## src/rtl/wshb_arbiter_pkg.sv

```systemverilog
// Shared types and constants for the two-master Wishbone arbiter.
package wshb_arbiter_pkg;

    localparam int unsigned NB_MASTERS = 2;
    localparam int unsigned ADR_W      = 32;
    localparam int unsigned DAT_W      = 32;
    localparam int unsigned SEL_W      = DAT_W / 8;
    localparam int unsigned CTI_W      = 3;
    localparam int unsigned BTE_W      = 2;

    typedef enum logic [1:0] {
        IDLE = 2'd0,
        GNT0 = 2'd1,
        GNT1 = 2'd2
    } arb_state_t;

    // Master-to-slave payload of one requester.
    typedef struct packed {
        logic             cyc;
        logic             stb;
        logic             we;
        logic [ADR_W-1:0] adr;
        logic [DAT_W-1:0] dat;
        logic [SEL_W-1:0] sel;
        logic [CTI_W-1:0] cti;
        logic [BTE_W-1:0] bte;
    } wb_req_t;

    // Slave-to-master cycle termination.
    typedef struct packed {
        logic ack;
        logic err;
        logic rty;
    } wb_rsp_t;

    function automatic logic [NB_MASTERS-1:0] idx_onehot(input logic idx);
        return idx ? 2'b10 : 2'b01;
    endfunction

endpackage

```

## src/rtl/wshb_if.sv

```systemverilog
// Wishbone B4 bus bundle with master and slave views.
interface wshb_if #(
    parameter int unsigned DATA_BYTES = 4
) ();
    localparam int unsigned DW = 8 * DATA_BYTES;

    logic                  cyc;
    logic                  stb;
    logic                  we;
    logic [31:0]           adr;
    logic [DW-1:0]         dat_ms;
    logic [DW-1:0]         dat_sm;
    logic [DATA_BYTES-1:0] sel;
    logic [2:0]            cti;
    logic [1:0]            bte;
    logic                  ack;
    logic                  err;
    logic                  rty;

    modport master (
        output cyc, stb, we, adr, dat_ms, sel, cti, bte,
        input  dat_sm, ack, err, rty
    );

    modport slave (
        input  cyc, stb, we, adr, dat_ms, sel, cti, bte,
        output dat_sm, ack, err, rty
    );

endinterface

```

## src/rtl/rr_pick.sv

```systemverilog
// Round-robin next-owner choice: a lone requester wins, a tie goes to the
// master that was not granted last.
module rr_pick
    import wshb_arbiter_pkg::*;
(
    input  logic cyc0_i,
    input  logic cyc1_i,
    input  logic last_i,
    output logic valid_c_o,
    output logic idx_c_o
);

    always_comb begin
        valid_c_o = cyc0_i | cyc1_i;
        idx_c_o   = 1'b0;
        if (cyc0_i && cyc1_i) begin
            idx_c_o = ~last_i;
        end else if (cyc1_i) begin
            idx_c_o = 1'b1;
        end
    end

endmodule

```

## src/rtl/wshb_arbiter.sv

```systemverilog
// Two-master Wishbone arbiter: grants whole bus cycles round-robin and muxes
// the owner onto the shared SDRAM port.
module wshb_arbiter
    import wshb_arbiter_pkg::*;
#(
    parameter int unsigned NB_MASTERS = 2
) (
    input  logic       sys_clk,
    input  logic       sys_rst,
    wshb_if.slave      wshb_ifs_0,
    wshb_if.slave      wshb_ifs_1,
    wshb_if.master     wshb_ifm,
    output logic [1:0] grant
);

    if (NB_MASTERS != 2) begin : g_nb_masters_check
        $error("wshb_arbiter supports exactly two masters");
    end

    arb_state_t state_q;
    logic       last_q;
    logic [1:0] grant_q;

    wb_req_t    req_0;
    wb_req_t    req_1;
    wb_req_t    req_m;
    wb_rsp_t    rsp_s;
    wb_rsp_t    rsp_0;
    wb_rsp_t    rsp_1;

    logic       pick_valid;
    logic       pick_idx;
    logic       hold;

    assign req_0 = {wshb_ifs_0.cyc, wshb_ifs_0.stb, wshb_ifs_0.we, wshb_ifs_0.adr,
                    wshb_ifs_0.dat_ms, wshb_ifs_0.sel, wshb_ifs_0.cti, wshb_ifs_0.bte};
    assign req_1 = {wshb_ifs_1.cyc, wshb_ifs_1.stb, wshb_ifs_1.we, wshb_ifs_1.adr,
                    wshb_ifs_1.dat_ms, wshb_ifs_1.sel, wshb_ifs_1.cti, wshb_ifs_1.bte};
    assign rsp_s = {wshb_ifm.ack, wshb_ifm.err, wshb_ifm.rty};

    rr_pick u_rr_pick (
        .cyc0_i    (req_0.cyc),
        .cyc1_i    (req_1.cyc),
        .last_i    (last_q),
        .valid_c_o (pick_valid),
        .idx_c_o   (pick_idx)
    );

    // An owner keeps the bus for as long as its own cyc stays high.
    assign hold = ((state_q == GNT0) && req_0.cyc) || ((state_q == GNT1) && req_1.cyc);

    always_ff @(posedge sys_clk) begin
        if (sys_rst) begin
            state_q <= IDLE;
            last_q  <= 1'b1;
            grant_q <= 2'b00;
        end else if (!hold) begin
            if (pick_valid) begin
                state_q <= pick_idx ? GNT1 : GNT0;
                last_q  <= pick_idx;
                grant_q <= idx_onehot(pick_idx);
            end else begin
                state_q <= IDLE;
                grant_q <= 2'b00;
            end
        end
    end

    // Zero-latency forwarding decoded from the registered owner.
    always_comb begin
        req_m = '0;
        rsp_0 = '0;
        rsp_1 = '0;
        case (state_q)
            GNT0: begin
                req_m = req_0;
                rsp_0 = rsp_s;
            end
            GNT1: begin
                req_m = req_1;
                rsp_1 = rsp_s;
            end
            default: begin
            end
        endcase
    end

    assign wshb_ifm.cyc    = req_m.cyc;
    assign wshb_ifm.stb    = req_m.stb;
    assign wshb_ifm.we     = req_m.we;
    assign wshb_ifm.adr    = req_m.adr;
    assign wshb_ifm.dat_ms = req_m.dat;
    assign wshb_ifm.sel    = req_m.sel;
    assign wshb_ifm.cti    = req_m.cti;
    assign wshb_ifm.bte    = req_m.bte;

    assign {wshb_ifs_0.ack, wshb_ifs_0.err, wshb_ifs_0.rty} = rsp_0;
    assign {wshb_ifs_1.ack, wshb_ifs_1.err, wshb_ifs_1.rty} = rsp_1;
    assign wshb_ifs_0.dat_sm = wshb_ifm.dat_sm;
    assign wshb_ifs_1.dat_sm = wshb_ifm.dat_sm;

    assign grant = grant_q;

endmodule
```

## src/flat_wrapper.sv

```systemverilog
// flat-port wrapper written by rule: the top's interface ports become plain ports
module wshb_arbiter_flat import wshb_arbiter_pkg::*;
#(
    parameter int unsigned NB_MASTERS = 2
)
  (sys_clk, sys_rst, grant, wshb_ifs_0_cyc, wshb_ifs_0_stb, wshb_ifs_0_we, wshb_ifs_0_adr, wshb_ifs_0_dat_ms, wshb_ifs_0_sel, wshb_ifs_0_cti, wshb_ifs_0_bte, wshb_ifs_0_dat_sm, wshb_ifs_0_ack, wshb_ifs_0_err, wshb_ifs_0_rty, wshb_ifs_1_cyc, wshb_ifs_1_stb, wshb_ifs_1_we, wshb_ifs_1_adr, wshb_ifs_1_dat_ms, wshb_ifs_1_sel, wshb_ifs_1_cti, wshb_ifs_1_bte, wshb_ifs_1_dat_sm, wshb_ifs_1_ack, wshb_ifs_1_err, wshb_ifs_1_rty, wshb_ifm_cyc, wshb_ifm_stb, wshb_ifm_we, wshb_ifm_adr, wshb_ifm_dat_ms, wshb_ifm_sel, wshb_ifm_cti, wshb_ifm_bte, wshb_ifm_dat_sm, wshb_ifm_ack, wshb_ifm_err, wshb_ifm_rty);
  wshb_if wshb_ifs_0_i ();
  wshb_if wshb_ifs_1_i ();
  wshb_if wshb_ifm_i ();
  input  logic sys_clk;
  input  logic sys_rst;
  output logic [1:0] grant;
  input wire logic [$bits(wshb_ifs_0_i.cyc)-1:0] wshb_ifs_0_cyc;
  input wire logic [$bits(wshb_ifs_0_i.stb)-1:0] wshb_ifs_0_stb;
  input wire logic [$bits(wshb_ifs_0_i.we)-1:0] wshb_ifs_0_we;
  input wire logic [$bits(wshb_ifs_0_i.adr)-1:0] wshb_ifs_0_adr;
  input wire logic [$bits(wshb_ifs_0_i.dat_ms)-1:0] wshb_ifs_0_dat_ms;
  input wire logic [$bits(wshb_ifs_0_i.sel)-1:0] wshb_ifs_0_sel;
  input wire logic [$bits(wshb_ifs_0_i.cti)-1:0] wshb_ifs_0_cti;
  input wire logic [$bits(wshb_ifs_0_i.bte)-1:0] wshb_ifs_0_bte;
  output wire logic [$bits(wshb_ifs_0_i.dat_sm)-1:0] wshb_ifs_0_dat_sm;
  output wire logic [$bits(wshb_ifs_0_i.ack)-1:0] wshb_ifs_0_ack;
  output wire logic [$bits(wshb_ifs_0_i.err)-1:0] wshb_ifs_0_err;
  output wire logic [$bits(wshb_ifs_0_i.rty)-1:0] wshb_ifs_0_rty;
  input wire logic [$bits(wshb_ifs_1_i.cyc)-1:0] wshb_ifs_1_cyc;
  input wire logic [$bits(wshb_ifs_1_i.stb)-1:0] wshb_ifs_1_stb;
  input wire logic [$bits(wshb_ifs_1_i.we)-1:0] wshb_ifs_1_we;
  input wire logic [$bits(wshb_ifs_1_i.adr)-1:0] wshb_ifs_1_adr;
  input wire logic [$bits(wshb_ifs_1_i.dat_ms)-1:0] wshb_ifs_1_dat_ms;
  input wire logic [$bits(wshb_ifs_1_i.sel)-1:0] wshb_ifs_1_sel;
  input wire logic [$bits(wshb_ifs_1_i.cti)-1:0] wshb_ifs_1_cti;
  input wire logic [$bits(wshb_ifs_1_i.bte)-1:0] wshb_ifs_1_bte;
  output wire logic [$bits(wshb_ifs_1_i.dat_sm)-1:0] wshb_ifs_1_dat_sm;
  output wire logic [$bits(wshb_ifs_1_i.ack)-1:0] wshb_ifs_1_ack;
  output wire logic [$bits(wshb_ifs_1_i.err)-1:0] wshb_ifs_1_err;
  output wire logic [$bits(wshb_ifs_1_i.rty)-1:0] wshb_ifs_1_rty;
  output wire logic [$bits(wshb_ifm_i.cyc)-1:0] wshb_ifm_cyc;
  output wire logic [$bits(wshb_ifm_i.stb)-1:0] wshb_ifm_stb;
  output wire logic [$bits(wshb_ifm_i.we)-1:0] wshb_ifm_we;
  output wire logic [$bits(wshb_ifm_i.adr)-1:0] wshb_ifm_adr;
  output wire logic [$bits(wshb_ifm_i.dat_ms)-1:0] wshb_ifm_dat_ms;
  output wire logic [$bits(wshb_ifm_i.sel)-1:0] wshb_ifm_sel;
  output wire logic [$bits(wshb_ifm_i.cti)-1:0] wshb_ifm_cti;
  output wire logic [$bits(wshb_ifm_i.bte)-1:0] wshb_ifm_bte;
  input wire logic [$bits(wshb_ifm_i.dat_sm)-1:0] wshb_ifm_dat_sm;
  input wire logic [$bits(wshb_ifm_i.ack)-1:0] wshb_ifm_ack;
  input wire logic [$bits(wshb_ifm_i.err)-1:0] wshb_ifm_err;
  input wire logic [$bits(wshb_ifm_i.rty)-1:0] wshb_ifm_rty;
  assign wshb_ifs_0_i.cyc = wshb_ifs_0_cyc;
  assign wshb_ifs_0_i.stb = wshb_ifs_0_stb;
  assign wshb_ifs_0_i.we = wshb_ifs_0_we;
  assign wshb_ifs_0_i.adr = wshb_ifs_0_adr;
  assign wshb_ifs_0_i.dat_ms = wshb_ifs_0_dat_ms;
  assign wshb_ifs_0_i.sel = wshb_ifs_0_sel;
  assign wshb_ifs_0_i.cti = wshb_ifs_0_cti;
  assign wshb_ifs_0_i.bte = wshb_ifs_0_bte;
  assign wshb_ifs_0_dat_sm = wshb_ifs_0_i.dat_sm;
  assign wshb_ifs_0_ack = wshb_ifs_0_i.ack;
  assign wshb_ifs_0_err = wshb_ifs_0_i.err;
  assign wshb_ifs_0_rty = wshb_ifs_0_i.rty;
  assign wshb_ifs_1_i.cyc = wshb_ifs_1_cyc;
  assign wshb_ifs_1_i.stb = wshb_ifs_1_stb;
  assign wshb_ifs_1_i.we = wshb_ifs_1_we;
  assign wshb_ifs_1_i.adr = wshb_ifs_1_adr;
  assign wshb_ifs_1_i.dat_ms = wshb_ifs_1_dat_ms;
  assign wshb_ifs_1_i.sel = wshb_ifs_1_sel;
  assign wshb_ifs_1_i.cti = wshb_ifs_1_cti;
  assign wshb_ifs_1_i.bte = wshb_ifs_1_bte;
  assign wshb_ifs_1_dat_sm = wshb_ifs_1_i.dat_sm;
  assign wshb_ifs_1_ack = wshb_ifs_1_i.ack;
  assign wshb_ifs_1_err = wshb_ifs_1_i.err;
  assign wshb_ifs_1_rty = wshb_ifs_1_i.rty;
  assign wshb_ifm_cyc = wshb_ifm_i.cyc;
  assign wshb_ifm_stb = wshb_ifm_i.stb;
  assign wshb_ifm_we = wshb_ifm_i.we;
  assign wshb_ifm_adr = wshb_ifm_i.adr;
  assign wshb_ifm_dat_ms = wshb_ifm_i.dat_ms;
  assign wshb_ifm_sel = wshb_ifm_i.sel;
  assign wshb_ifm_cti = wshb_ifm_i.cti;
  assign wshb_ifm_bte = wshb_ifm_i.bte;
  assign wshb_ifm_i.dat_sm = wshb_ifm_dat_sm;
  assign wshb_ifm_i.ack = wshb_ifm_ack;
  assign wshb_ifm_i.err = wshb_ifm_err;
  assign wshb_ifm_i.rty = wshb_ifm_rty;
  wshb_arbiter #(.NB_MASTERS(NB_MASTERS)) u_core (.sys_clk(sys_clk), .sys_rst(sys_rst), .wshb_ifs_0(wshb_ifs_0_i), .wshb_ifs_1(wshb_ifs_1_i), .wshb_ifm(wshb_ifm_i), .grant(grant));
endmodule
```

## config.mk

```make
export PLATFORM = sky130hd
export DESIGN_NAME = wshb_arbiter_flat
export DESIGN_NICKNAME = d
export VERILOG_FILES = /design/src/rtl/wshb_arbiter_pkg.sv /design/src/rtl/wshb_if.sv /design/src/rtl/rr_pick.sv /design/src/rtl/wshb_arbiter.sv /design/src/flat_wrapper.sv
export SDC_FILE = /design/constraint.sdc
export NUM_CORES = 1
export LEC_CHECK = 0
export ABC_AREA = 1
export CORE_AREA = 2 2 129 131
export DETAILED_ROUTE_END_ITERATION = 10
export DIE_AREA = 0 0 131 133
export PLACE_DENSITY = 0.59
export SETUP_SLACK_MARGIN = 0.3
export SLEW_MARGIN = 20
export SYNTH_ARGS = -nofsm -noshare
export SYNTH_HDL_FRONTEND = slang
export SYNTH_HIERARCHICAL = 1
export SYNTH_SLANG_ARGS = --single-unit
```

## constraint.sdc

```tcl
create_clock -name sys_clk -period 3.6 [get_ports sys_clk]
set_input_delay 1.08 -clock sys_clk [delete_from_list [all_inputs] [get_ports sys_clk]]
set_output_delay 1.08 -clock sys_clk [all_outputs]
set_load 0.02 [all_outputs]
```

# After elaboration in Yosys (flattened, before gate mapping)
# Cells that the tools add are included.
word_totals:
  register_bits: 3
  in_bits: 189
  out_inout_bits: 148
op_classes:
  eq_ne: 2
  n_mux: 7
  n_bitwise: 3
  n_reduce_logical: 5
op_table:
  columns: ["op", "n"]
  rows:
  - ["76-bit one-hot mux with 2 select lines", 1]
  - ["3-bit 2-to-1 mux", 2]
  - ["2-bit 2-to-1 mux", 2]
  - ["1-bit logical AND", 3]
  - ["2-bit by 1-bit == test with 1-bit output (second input constant)", 1]
  - ["2-bit == test (second input constant)", 1]
  - ["1-bit 2-to-1 mux", 2]
  - ["1-bit NOT", 2]
  - ["2-bit AND reduction", 1]
  - ["1-bit logical OR", 1]
  - ["1-bit bitwise OR", 1]

# Logic depth before layout (Yosys ltp)
logic_depth:
  depth_word: 5
  depth_mapped: 7
  ltp_nobuf: 6

# Modules after synthesis
# Netlist, hierarchy kept.
by_module_without_submodules:
  columns: ["module", "n_inst", "cells_per_inst", "area_each_um2", "seq_area_each_um2"]
  rows:
  - ["wshb_arbiter", 1, 351, 1880.6, 60.1]
  - ["rr_pick", 1, 3, 15.0, 0.0]

# Least setup slack after synthesis
# Ideal clock, no wire load.
synth_path:
  kind: "input port to output port"
  start: "in wshb_ifs_1_cyc"
  end: "out wshb_ifm_cyc"
  arrival_time_ps: 1553
  required_time_ps: 2520
  slack_ps: 967
  stages: 2
  cell_sequence: "nand2_1 > a21oi_1"
synth_via:
  elab_chain_cells: 1
synth_lines:
  columns: ["item", "line_no", "rtl"]
  rows:
  - ["start, declared", "flat_wrapper.sv:25", "input wire logic [$bits(wshb_ifs_1_i.cyc)-1:0] wshb_ifs_1_cyc;"]
  - ["76-bit one-hot mux with 2 select lines", "wshb_arbiter.sv:74", "case (state_q)"]
  - ["end, declared", "flat_wrapper.sv:37", "output wire logic [$bits(wshb_ifm_i.cyc)-1:0] wshb_ifm_cyc;"]
# Every way passes these cells.

# Worst setup path in the final report
layout_path:
  start: "in wshb_ifs_0_adr[10]"
  end: "out wshb_ifm_adr[10]"
layout_via:
  elab_chain_cells: 1
layout_lines:
  columns: ["item", "line_no", "rtl"]
  rows:
  - ["start, declared", "flat_wrapper.sv:16", "input wire logic [$bits(wshb_ifs_0_i.adr)-1:0] wshb_ifs_0_adr;"]
  - ["76-bit one-hot mux with 2 select lines", "wshb_arbiter.sv:74", null]
  - ["end, declared", "flat_wrapper.sv:40", "output wire logic [$bits(wshb_ifm_i.adr)-1:0] wshb_ifm_adr;"]
# Every way passes these cells.

==> impl_metrics.json <==
{
  "wl_met1_um": 3280,
  "fillers": 1851,
  "ys_seq_area_share_pct": 3.17,
  "portBuffers": 240,
  "max_freq_mhz": 310,
  "wl_per_cell_um": 11.5,
  "cp_max_fo": 1,
  "netlist_top_cells_area": "nand2_1 (32%), buf_4 (27%), a21oi_1 (16%)",
  "core_sq_um": 16200,
  "end_kind": "output port",
  "max-cap-violations": 0,
  "timing_hold_violations_final": 0,
  "drc": 0,
  "root_buffer": "clkbuf_16",
  "power_per_cell_area_nw_per_um2": 173,
  "design_area_sq_um": 3990,
  "via_count": 2702,
  "maxSlewViolCount": 0,
  "antennaDiodeCount": 0,
  "numPlacedInstances": 728,
  "placed_cell_area_sq_um": 4010,
  "synth_nets": 545,
  "synth_cell_types": 15,
  "synth_area_per_cell_sq_um": 5.35,
  "ys_seq_elements": 3,
  "wl_met3_um": 957,
  "cts_tree": "done",
  "holdWs_ns": 0.499,
  "grt_pass1_wl_um": 12600,
  "crit_path_start_kind": "input port",
  "grtUsageTotal_pct": 8.79,
  "regArea_sq_um": 60.1,
  "start_util_pct": 11.7,
  "gp_congestion": 0.732,
  "r2r_end": "u_core/grant[0]",
  "met2_length_um": 3910,
  "r2r_cells": 6,
  "irDropWorstVdd_mv": 0.214,
  "dr.pass1.iters": 4,
  "cts_buffers": 3,
  "io-pin-count": 337,
  "hpwlAfterDp_um": 6560,
  "layoutNonFillerInstCount": 732,
  "total_power_uw": 691,
  "status": "complete, no violations",
  "rows": 47,
  "hp-class": "reg2reg",
  "antenna_found_initial": 0,
  "final_common_cell": "nand2_1",
  "antenna_left": 0,
  "crit-reg2reg-launch": "u_core/grant[0]",
  "clock_path_buffers": 2,
  "crit_type": "in2out",
  "worstHoldStart": "u_core/last_q",
  "ff2ff_setup_slack_ns": 2.12,
  "syn_area_sq_um": 1900,
  "postSynthCellCount": 354,
  "wl_um": 8400,
  "multi_input_area_sq_um": 1150,
  "min_period_over_period_pct": 89.6,
  "min_to": "u_core/last_q",
  "via_per_inst": 3.69,
  "yosys.area.top_type": "nand2_1",
  "syn_to_final_growth_pct": 110,
  "crit_arrival_ns": 2.15,
  "grt_max_degree": 80,
  "most-common-layout-cells": "nand2_1 (163), clkdlybuf4s50_1 (158), dlygate4sd2_1 (80)",
  "dieArea_sq_um": 17400,
  "fin_crit_ns": 3.23,
  "die_w_um": 131,
  "yosysWarnings": 6,
  "setup_viol": 0,
  "drive_gt1_share_pct": 5.86,
  "synth_top_area_share_pct": 32.3,
  "drtIter0Drc": 61,
  "utilization_pct": 24.7,
  "grt_pass1_vias": 2611,
  "rsz0062_at_grt": "false",
  "clk_latency_ns": 0.22,
  "maxSlewHeadroom_pct": 76.9,
  "cts.clk_slew.worst_paths_ns": 0.03,
  "cts_max_level": 1,
  "leakage_uw": 0.00170,
  "die_y_um": 133,
  "cp.required_ns": 2.52,
  "nets": 704,
  "cts_sinks": 3,
  "top_layer_used": "met4",
  "grt_overflow_total": 0,
  "hold_depth": 2,
  "tightest_slew_ns": 0.347,
  "skew_ns": 0.0000460
}
==> sequential cells by signal (all words and copies together) (netlist names) <==
signal and flops:
u_core/grant 2, u_core/last_q 1
==> cell type report <==
class	instances	area share [%]
Sequential cell	3	1.51
Multi-Input combinational cell	250	29.0
Timing Repair Buffer	244	59.6
Clock buffer	4	1.98
Inverter	11	1.04
Tap cell	220	6.90
==> what timing repair did <==
action                                  CTS  global route
endpoints found under the setup margin   82             2
hold buffers                              0             0
buffers inserted                          0             0
pin swaps                                 0             0
gates cloned                              0             0
resized for setup                        82             3
==> worst max path at each step <==
stage	start	endpoint	slack, ns
2_1_floorplan	wshb_ifs_1_cyc	wshb_ifm_cyc	0.97
3_3_place_gp	wshb_ifs_1_cyc	wshb_ifm_cyc	-0.009
3_5_place_dp	wshb_ifs_1_cyc	wshb_ifm_cyc	-0.03
4_1_cts	wshb_ifs_1_cyc	wshb_ifm_cyc	0.23
5_1_grt	wshb_ifs_0_adr[10]	wshb_ifm_adr[10]	0.31
6_report	wshb_ifs_0_adr[10]	wshb_ifm_adr[10]	0.37
==> layer usage <==
metal,vias up,track usage (%)
met2,171,15.5
met1,1143,9.77
met4,0,3.31
met5,-,0
li1,1361,-
met3,27,2.75
==> logic make-up (layout without fill, tap and decap cells) <==
logic type      Yosys count  after routing  share of synthesized area, %
simple gates            169            169                          34.0
buf+inv                 101            259                          36.7
compound gates           79             79                          24.8
flops                     3              3                          3.17
fa+ha+maj                 2              2                          1.32
==> power breakdown <==
| group | total (uW) | internal (uW) | switching [uW] |
|---|---|---|---|
| combinational | 473 | 245 | 228 |
| sequential | 39.4 | 36.5 | 2.91 |
| clock | 178 | 146 | 32.1 |
| total | 691 | 428 | 263 |
==> cell usage after synthesis <==
library cell / instances
a21oi_1: 59
a21oi_2: 20
buf_1: 2
buf_2: 13
buf_4: 68
buf_6: 6
clkbuf_1: 1
dfxtp_1: 3
ha_1: 2
inv_1: 11
nand2_1: 163
nand3_1: 3
nand3b_1: 1
nor2_1: 1
or2_1: 1
==> metrics by stage <==
step / setup TNS (ns) / worst slack [ns]
after floorplan: 0 / 0.967
after global placement: -0.00861 / -0.00861
after detailed placement: -0.0321 / -0.0321
after CTS: 0 / 0.231
after global routing: 0 / 0.308
final: 0 / 0.375
==> critical path, stage by stage <==
cell	delay (ns)
clkdlybuf4s50_1	0.45
nand2_1	0.06
a21oi_2	0.20
dlygate4sd2_1	0.35
(Power assumes the default switching activity.)
